==> src/rtl/traffic_phase_controller.sv <==
// traffic_phase_controller: N-phase intersection controller.
// Serves approaches in round-robin order and skips any phase without latched
// demand. Each green is bounded by min/max green with gap-out, then a fixed
// yellow and an all-red clearance. The light output is registered so it
// changes on the same edge as the state, and it feeds the lamp mux directly.

module traffic_phase_controller #(
  parameter int NUM_PHASES  = 4,
  parameter int PHASE_W     = 2,
  parameter int TIMER_W     = 16,
  parameter int MIN_GREEN   = 10,
  parameter int MAX_GREEN   = 50,
  parameter int YELLOW_TIME = 5,
  parameter int ALLRED_TIME = 2
) (
  input  logic                    clk,
  input  logic                    reset,
  input  logic [NUM_PHASES-1:0]   sensor,
  output logic [2*NUM_PHASES-1:0] light,
  output logic [PHASE_W-1:0]      active_phase,
  output logic                    phase_done
);

  localparam logic [1:0] ST_ALLRED = 2'd0;
  localparam logic [1:0] ST_GREEN  = 2'd1;
  localparam logic [1:0] ST_YELLOW = 2'd2;

  localparam logic [1:0] LAMP_RED    = 2'b01;
  localparam logic [1:0] LAMP_YELLOW = 2'b10;
  localparam logic [1:0] LAMP_GREEN  = 2'b11;

  localparam logic [TIMER_W-1:0] T_ONE   = TIMER_W'(1);
  localparam logic [TIMER_W-1:0] T_MIN   = TIMER_W'(MIN_GREEN - 1);
  localparam logic [TIMER_W-1:0] T_MAX   = TIMER_W'(MAX_GREEN - 1);
  localparam logic [TIMER_W-1:0] T_YEL   = TIMER_W'(YELLOW_TIME - 1);
  localparam logic [TIMER_W-1:0] T_AR    = TIMER_W'(ALLRED_TIME - 1);
  localparam logic [PHASE_W-1:0] LAST_PH = PHASE_W'(NUM_PHASES - 1);
  localparam longint T_LIMIT = 64'd1 << TIMER_W;

  // Reject parameter sets the counters and phase index cannot represent.
  if (NUM_PHASES < 2) begin : g_chk_phases
    $error("traffic_phase_controller: NUM_PHASES must be >= 2");
  end
  if (PHASE_W < $clog2(NUM_PHASES)) begin : g_chk_phase_w
    $error("traffic_phase_controller: PHASE_W too narrow for NUM_PHASES");
  end
  if (MIN_GREEN < 1 || MAX_GREEN < MIN_GREEN) begin : g_chk_green
    $error("traffic_phase_controller: need 1 <= MIN_GREEN <= MAX_GREEN");
  end
  if (YELLOW_TIME < 1 || ALLRED_TIME < 1) begin : g_chk_clear
    $error("traffic_phase_controller: YELLOW_TIME and ALLRED_TIME must be >= 1");
  end
  if (longint'(MAX_GREEN) >= T_LIMIT || longint'(YELLOW_TIME) >= T_LIMIT ||
      longint'(ALLRED_TIME) >= T_LIMIT || longint'(MIN_GREEN) >= T_LIMIT) begin : g_chk_timer
    $error("traffic_phase_controller: interval does not fit in TIMER_W");
  end

  logic [1:0]              state, state_nx;
  logic [TIMER_W-1:0]      timer, timer_nx;
  logic [NUM_PHASES-1:0]   demand, demand_nx;
  logic [PHASE_W-1:0]      phase_nx;
  logic [2*NUM_PHASES-1:0] light_nx;
  logic                    other_demand, act_sensor;
  logic                    found_hi, found_lo, grant, terminate;
  logic [PHASE_W-1:0]      hi_idx, lo_idx;

  // Demand summary: the round-robin candidate is the lowest demanded index
  // above the active phase, otherwise the lowest demanded index at or below it.
  always_comb begin
    other_demand = 1'b0;
    act_sensor   = 1'b0;
    found_hi     = 1'b0;
    found_lo     = 1'b0;
    hi_idx       = '0;
    lo_idx       = '0;
    for (int i = NUM_PHASES - 1; i >= 0; i--) begin
      if (PHASE_W'(i) == active_phase) begin
        act_sensor = sensor[i];
      end else if (demand[i]) begin
        other_demand = 1'b1;
      end
      if (demand[i]) begin
        if (PHASE_W'(i) > active_phase) begin
          found_hi = 1'b1;
          hi_idx   = PHASE_W'(i);
        end else begin
          found_lo = 1'b1;
          lo_idx   = PHASE_W'(i);
        end
      end
    end
  end

  // Next state, interval timer (down-count in ALLRED/YELLOW, green age in GREEN), demand and lamps.
  always_comb begin
    state_nx  = state;
    timer_nx  = timer;
    phase_nx  = active_phase;
    grant     = 1'b0;
    terminate = other_demand &&
                (((timer >= T_MIN) && !act_sensor) || (timer == T_MAX));
    case (state)
      ST_ALLRED: begin
        if (timer != '0) begin
          timer_nx = timer - T_ONE;
        end else if (found_hi || found_lo) begin
          state_nx = ST_GREEN;
          phase_nx = found_hi ? hi_idx : lo_idx;
          timer_nx = '0;
          grant    = 1'b1;
        end
      end
      ST_GREEN: begin
        if (terminate) begin
          state_nx = ST_YELLOW;
          timer_nx = T_YEL;
        end else if (timer != T_MAX) begin
          timer_nx = timer + T_ONE;
        end
      end
      ST_YELLOW: begin
        if (timer == '0) begin
          state_nx = ST_ALLRED;
          timer_nx = T_AR;
        end else begin
          timer_nx = timer - T_ONE;
        end
      end
      default: begin
        state_nx = ST_ALLRED;
        timer_nx = T_AR;
      end
    endcase

    demand_nx = demand;
    light_nx  = {NUM_PHASES{LAMP_RED}};
    for (int i = 0; i < NUM_PHASES; i++) begin
      if (sensor[i] && !(state == ST_GREEN && PHASE_W'(i) == active_phase)) begin
        demand_nx[i] = 1'b1;
      end
      if (grant && PHASE_W'(i) == phase_nx) begin
        demand_nx[i] = 1'b0;
      end
      if (PHASE_W'(i) == phase_nx) begin
        if (state_nx == ST_GREEN) begin
          light_nx[2*i +: 2] = LAMP_GREEN;
        end else if (state_nx == ST_YELLOW) begin
          light_nx[2*i +: 2] = LAMP_YELLOW;
        end
      end
    end
  end

  // Register state, timer, demand latches, granted phase and lamp codes.
  always_ff @(posedge clk or negedge reset) begin
    if (!reset) begin
      state        <= ST_ALLRED;
      timer        <= T_AR;
      demand       <= '0;
      active_phase <= LAST_PH;
      light        <= {NUM_PHASES{LAMP_RED}};
    end else begin
      state        <= state_nx;
      timer        <= timer_nx;
      demand       <= demand_nx;
      active_phase <= phase_nx;
      light        <= light_nx;
    end
  end

  assign phase_done = (state == ST_YELLOW) && (timer == '0);

endmodule
==> config.mk <==
export PLATFORM = sky130hd
export DESIGN_NAME = traffic_phase_controller
export DESIGN_NICKNAME = d
export VERILOG_FILES = /design/src/rtl/traffic_phase_controller.sv
export SDC_FILE = /design/constraint.sdc
export NUM_CORES = 1
export LEC_CHECK = 0
export ABC_AREA = 0
export CAP_MARGIN = 10
export CORE_MARGIN = 4
export CORE_UTILIZATION = 30
export CTS_CLUSTER_SIZE = 24
export DETAILED_ROUTE_END_ITERATION = 8
export PLACE_DENSITY = 0.55
export SLEW_MARGIN = 20
export SYNTH_ARGS = -nofsm -noshare
export SYNTH_HDL_FRONTEND = slang
export SYNTH_SLANG_ARGS = --single-unit
==> constraint.sdc <==
create_clock -name clk -period 2.9 [get_ports clk]
set_input_delay 0.58 -clock clk [delete_from_list [all_inputs] [get_ports clk]]
set_output_delay 0.58 -clock clk [all_outputs]
set_load 0.005 [all_outputs]
==> metrics.md <==
| Metric | Value |
|---|---|
| Setup TNS | `0 ns` |
| Ys async rst share | `1.00` |
| Largest net degree at the start of global routing | `33` |
| Sequential area share after synthesis | `0.381` |
| Tcrit/Tclk final | `0.955` |
| Critical Path AT | `2.19 ns` |
| DRC viols | `0` |
| VDD IR-drop max | `between 0.2 and 0.25 mV` |
| Final WL | `about 5300 µm` |
| Die area | `8490 µm²` |
| Highest routing layer actually used | `met4` |
| Synth-to-layout area growth | `21.9%` |
| Post-synthesis xor/xnor area fraction | `0.0289` |
| Setup CP Type | `reg -> out` |
| Place WS | `a little over 0.005 ns` |
| Worst-case clock buffer depth | `2` |
| Routed wl met2 | `about 2500 µm` |
| H-Tree Depth | `2` |
| Row Count | `30` |
| M1 WL | `2570 µm` |
| Placed insts | `about 360` |
| CTS root buffer | `clkbuf_8` |
| Tmin final | `2.77 ns` |
| Most common cell after layout, fill and taps aside | `dfrtp_1` |
| Ys flop type | `dfrtp_1` |
| RSZ-0062 raised after global routing | `no` |
| Leakage power | `0.980 nW` |
| Overall power | `~0.8 mW` |
| Average wire per cell in the routed design | `approximately 14 µm` |
| Post-synth cell types | `57` |
| Syn. warnings | `0` |
| Crit end category | `output pin` |
| Multiplexer share of the synthesized area | `0.0200` |
| CTS Buf Count | `5` |
| Adder-Cell Fraction of Synth Area | `0.0236` |
| Finished Layout Cells | `371` |
| Worst hold start | `timer[15]$_DFFE_PN0P_` |
| DRT Pass-1 Iters | `4` |
| Endpoints failing setup | `0` |
| Clock skew | `0.00829 ns` |
| Flops & latches, synth | `32` |
| Final core occ | `0.379` |
| Routed vias/inst | `roughly 5.2` |
| Relative slew slack | `0.593` |
| WP data required | `about 2.3 ns` |
| Status | `complete, no violations` |
| Reg2reg start | `timer[1]$_DFFE_PN0P_` |
| CTS tree | `done` |
| Max FO, Critical Path | `2` |
| Overflow after GRT | `0` |
| CP Launch Point | `timer[1]$_DFFE_PN0P_` |
| HPWL after DPL | `3790 µm` |
| Met3 routed WL | `~160 µm` |
| First-pass GRT wire length | `between 8000 and 9000 µm` |
| # IOs | `17` |
| Initial antenna violation count | `0` |
| Hold Fails Final Rpt | `0` |
| Startpoint types | `flip-flop` |
| PD cells | `approximately 320 nW/µm²` |
| Ant diodes | `0` |
| CTS Sinks | `32` |
| EDFF count, synth | `0` |
| CTS clk-pin slew, worst paths | `0.08 ns` |
| Core Area | `approximately 6800 µm²` |
| Mapped cell area | `~2100 µm²` |
| Setup Fix Bufs, Post-CTS | `0` |
| Finished Cell Area | `around 2600 µm²` |
| Measured slew at the worst slew-check pin | `0.605 ns` |
| Buffers on Ports | `16` |
| Synth Area in Compound Gates | `0.225` |
| Hold_buf cts | `0` |
| Initial Util | `0.311` |
| HP Class | `reg -> reg` |
| F_max | `around 360 MHz` |
| Placed Instance Area | `2490 µm²` |
| Simple-Gate Fraction of Synth Area | `0.261` |
| Mapped Cells | `approximately 250` |
| Skew-Pair Late Insertion Delay | `0.29 ns` |
| Syn Nets | `about 260` |
| Die Width | `between 90 and 100 µm` |
| Nets | `284` |
| Syn Area/Cell | `8.67 µm²` |
| Commonest non-fill, non-tap cells in the layout | `25 x dfrtp_1, 24 x buf_4, 22 x nor2_1` |
| Main combinational cell family by area after synthesis | `simple AND/OR/NAND/NOR gates` |
| Starting DRC count in detailed routing | `between 100 and 150` |
| Total Routing Usage GR | `0.128` |
| Die Ht | `about 92 µm` |
| Number of global-route vias before repair | `about 1.8k` |
| RePlAce Congestion | `0.859` |
| Fill count | `slightly above 700` |
| Ratio of cells with drive above 1 in the final layout | `0.204` |
| Final setup margin | `around 0.13 ns` |
| Vias | `1939` |
| Antenna Violating Nets Remaining | `0` |
| Worst hold margin | `between 0.5 and 0.6 ns` |
| Max-slew violation count | `0` |
| Max-cap violation count | `0` |
## per-layer routing
| layer | GRT usage | up-vias |
|---|---|---|
| met5 | 0 | - |
| met4 | 0.0396 | 0 |
| met3 | 0.0295 | 5 |
| met2 | 0.208 | 33 |
| met1 | 0.170 | 930 |
| li1 | - | 971 |
## where the power goes
group | total [mW] | switching (mW) | internal (mW) | leakage [nW]
sequential | 0.446 | 0.000000000000000459 | 0.446 | 0.356
clock | 0.354 | 0.184 | 0.170 | 0.0404
combinational | 0.0203 | 0.0117 | 0.00867 | 0.583
## area by class of cell
class	instances	area (µm²)	share of cell area
multi-input combinational	187	1200	0.464
tap	96	120	0.0464
clock buffer	5	68.8	0.0266
clock inverter	3	23.8	0.00919
sequential	32	810	0.313
timing repair buffer	40	335	0.130
inverter	8	30.0	0.0116
## cells in the mapped netlist (4+ instances only)
cell | number | area share
nand3_1 | 14 | 0.033
o22ai_1 | 6 | 0.018
nor2b_1 | 5 | 0.015
nor2_1 | 23 | 0.041
dfrtp_1 | 25 | 0.29
dfstp_2 | 7 | 0.087
nand2_1 | 11 | 0.019
and3_1 | 6 | 0.018
ha_1 | 4 | 0.024
nor3_1 | 13 | 0.031
buf_4 | 4 | 0.014
nor4_1 | 4 | 0.012
xor2_1 | 6 | 0.025
inv_1 | 8 | 0.014
a21oi_1 | 18 | 0.042
nand2b_1 | 6 | 0.018
clkbuf_1 | 12 | 0.021
o21ai_0 | 11 | 0.026
## final timing paths
kind,endpoint,cells after the start,slack (ns)
worst min register to register,timer[15]$_DFFE_PN0P_,1,0.55
worst max-delay path,phase_done,6,0.13
worst min-delay path,timer[15]$_DFFE_PN0P_,1,0.55
max in group asynchronous,light[2]$_DFF_PN1_,2,1.88
worst max register to register,timer[1]$_DFFE_PN0P_,9,0.22
min in group asynchronous,light[3]$_DFF_PN0_,2,0.69
## sequential cells by signal, indices dropped and copies added (netlist names)
signal / flops
demand: 4
active_phase: 2
timer: 16
state: 2
light: 8
## cell families after synthesis
| family | Yosys count |
|---|---|
| and+or+nand+nor | 103 |
| AOI/OAI and AO/OA | 70 |
| DFF | 32 |
| buffers and inverters | 26 |
| xor gates and xnor gates | 7 |
| adders and majority gates | 4 |
| muxes | 3 |
## worst max-delay path, cell delays in order, from the launching register on
cell and delay [ns]:
dfrtp_1 0.38, inv_1 0.07, ha_1 0.16, or3b_2 0.47
or4_4 0.46, nor3_4 0.22, clkbuf_2 0.14
## repair_timing
item	in CTS	in global routing
hold endpoints to repair	0	0
endpoints found under the setup margin	1	3
gates resized for setup	2	4
gates cloned	0	0
(Power assumes the default switching activity.)
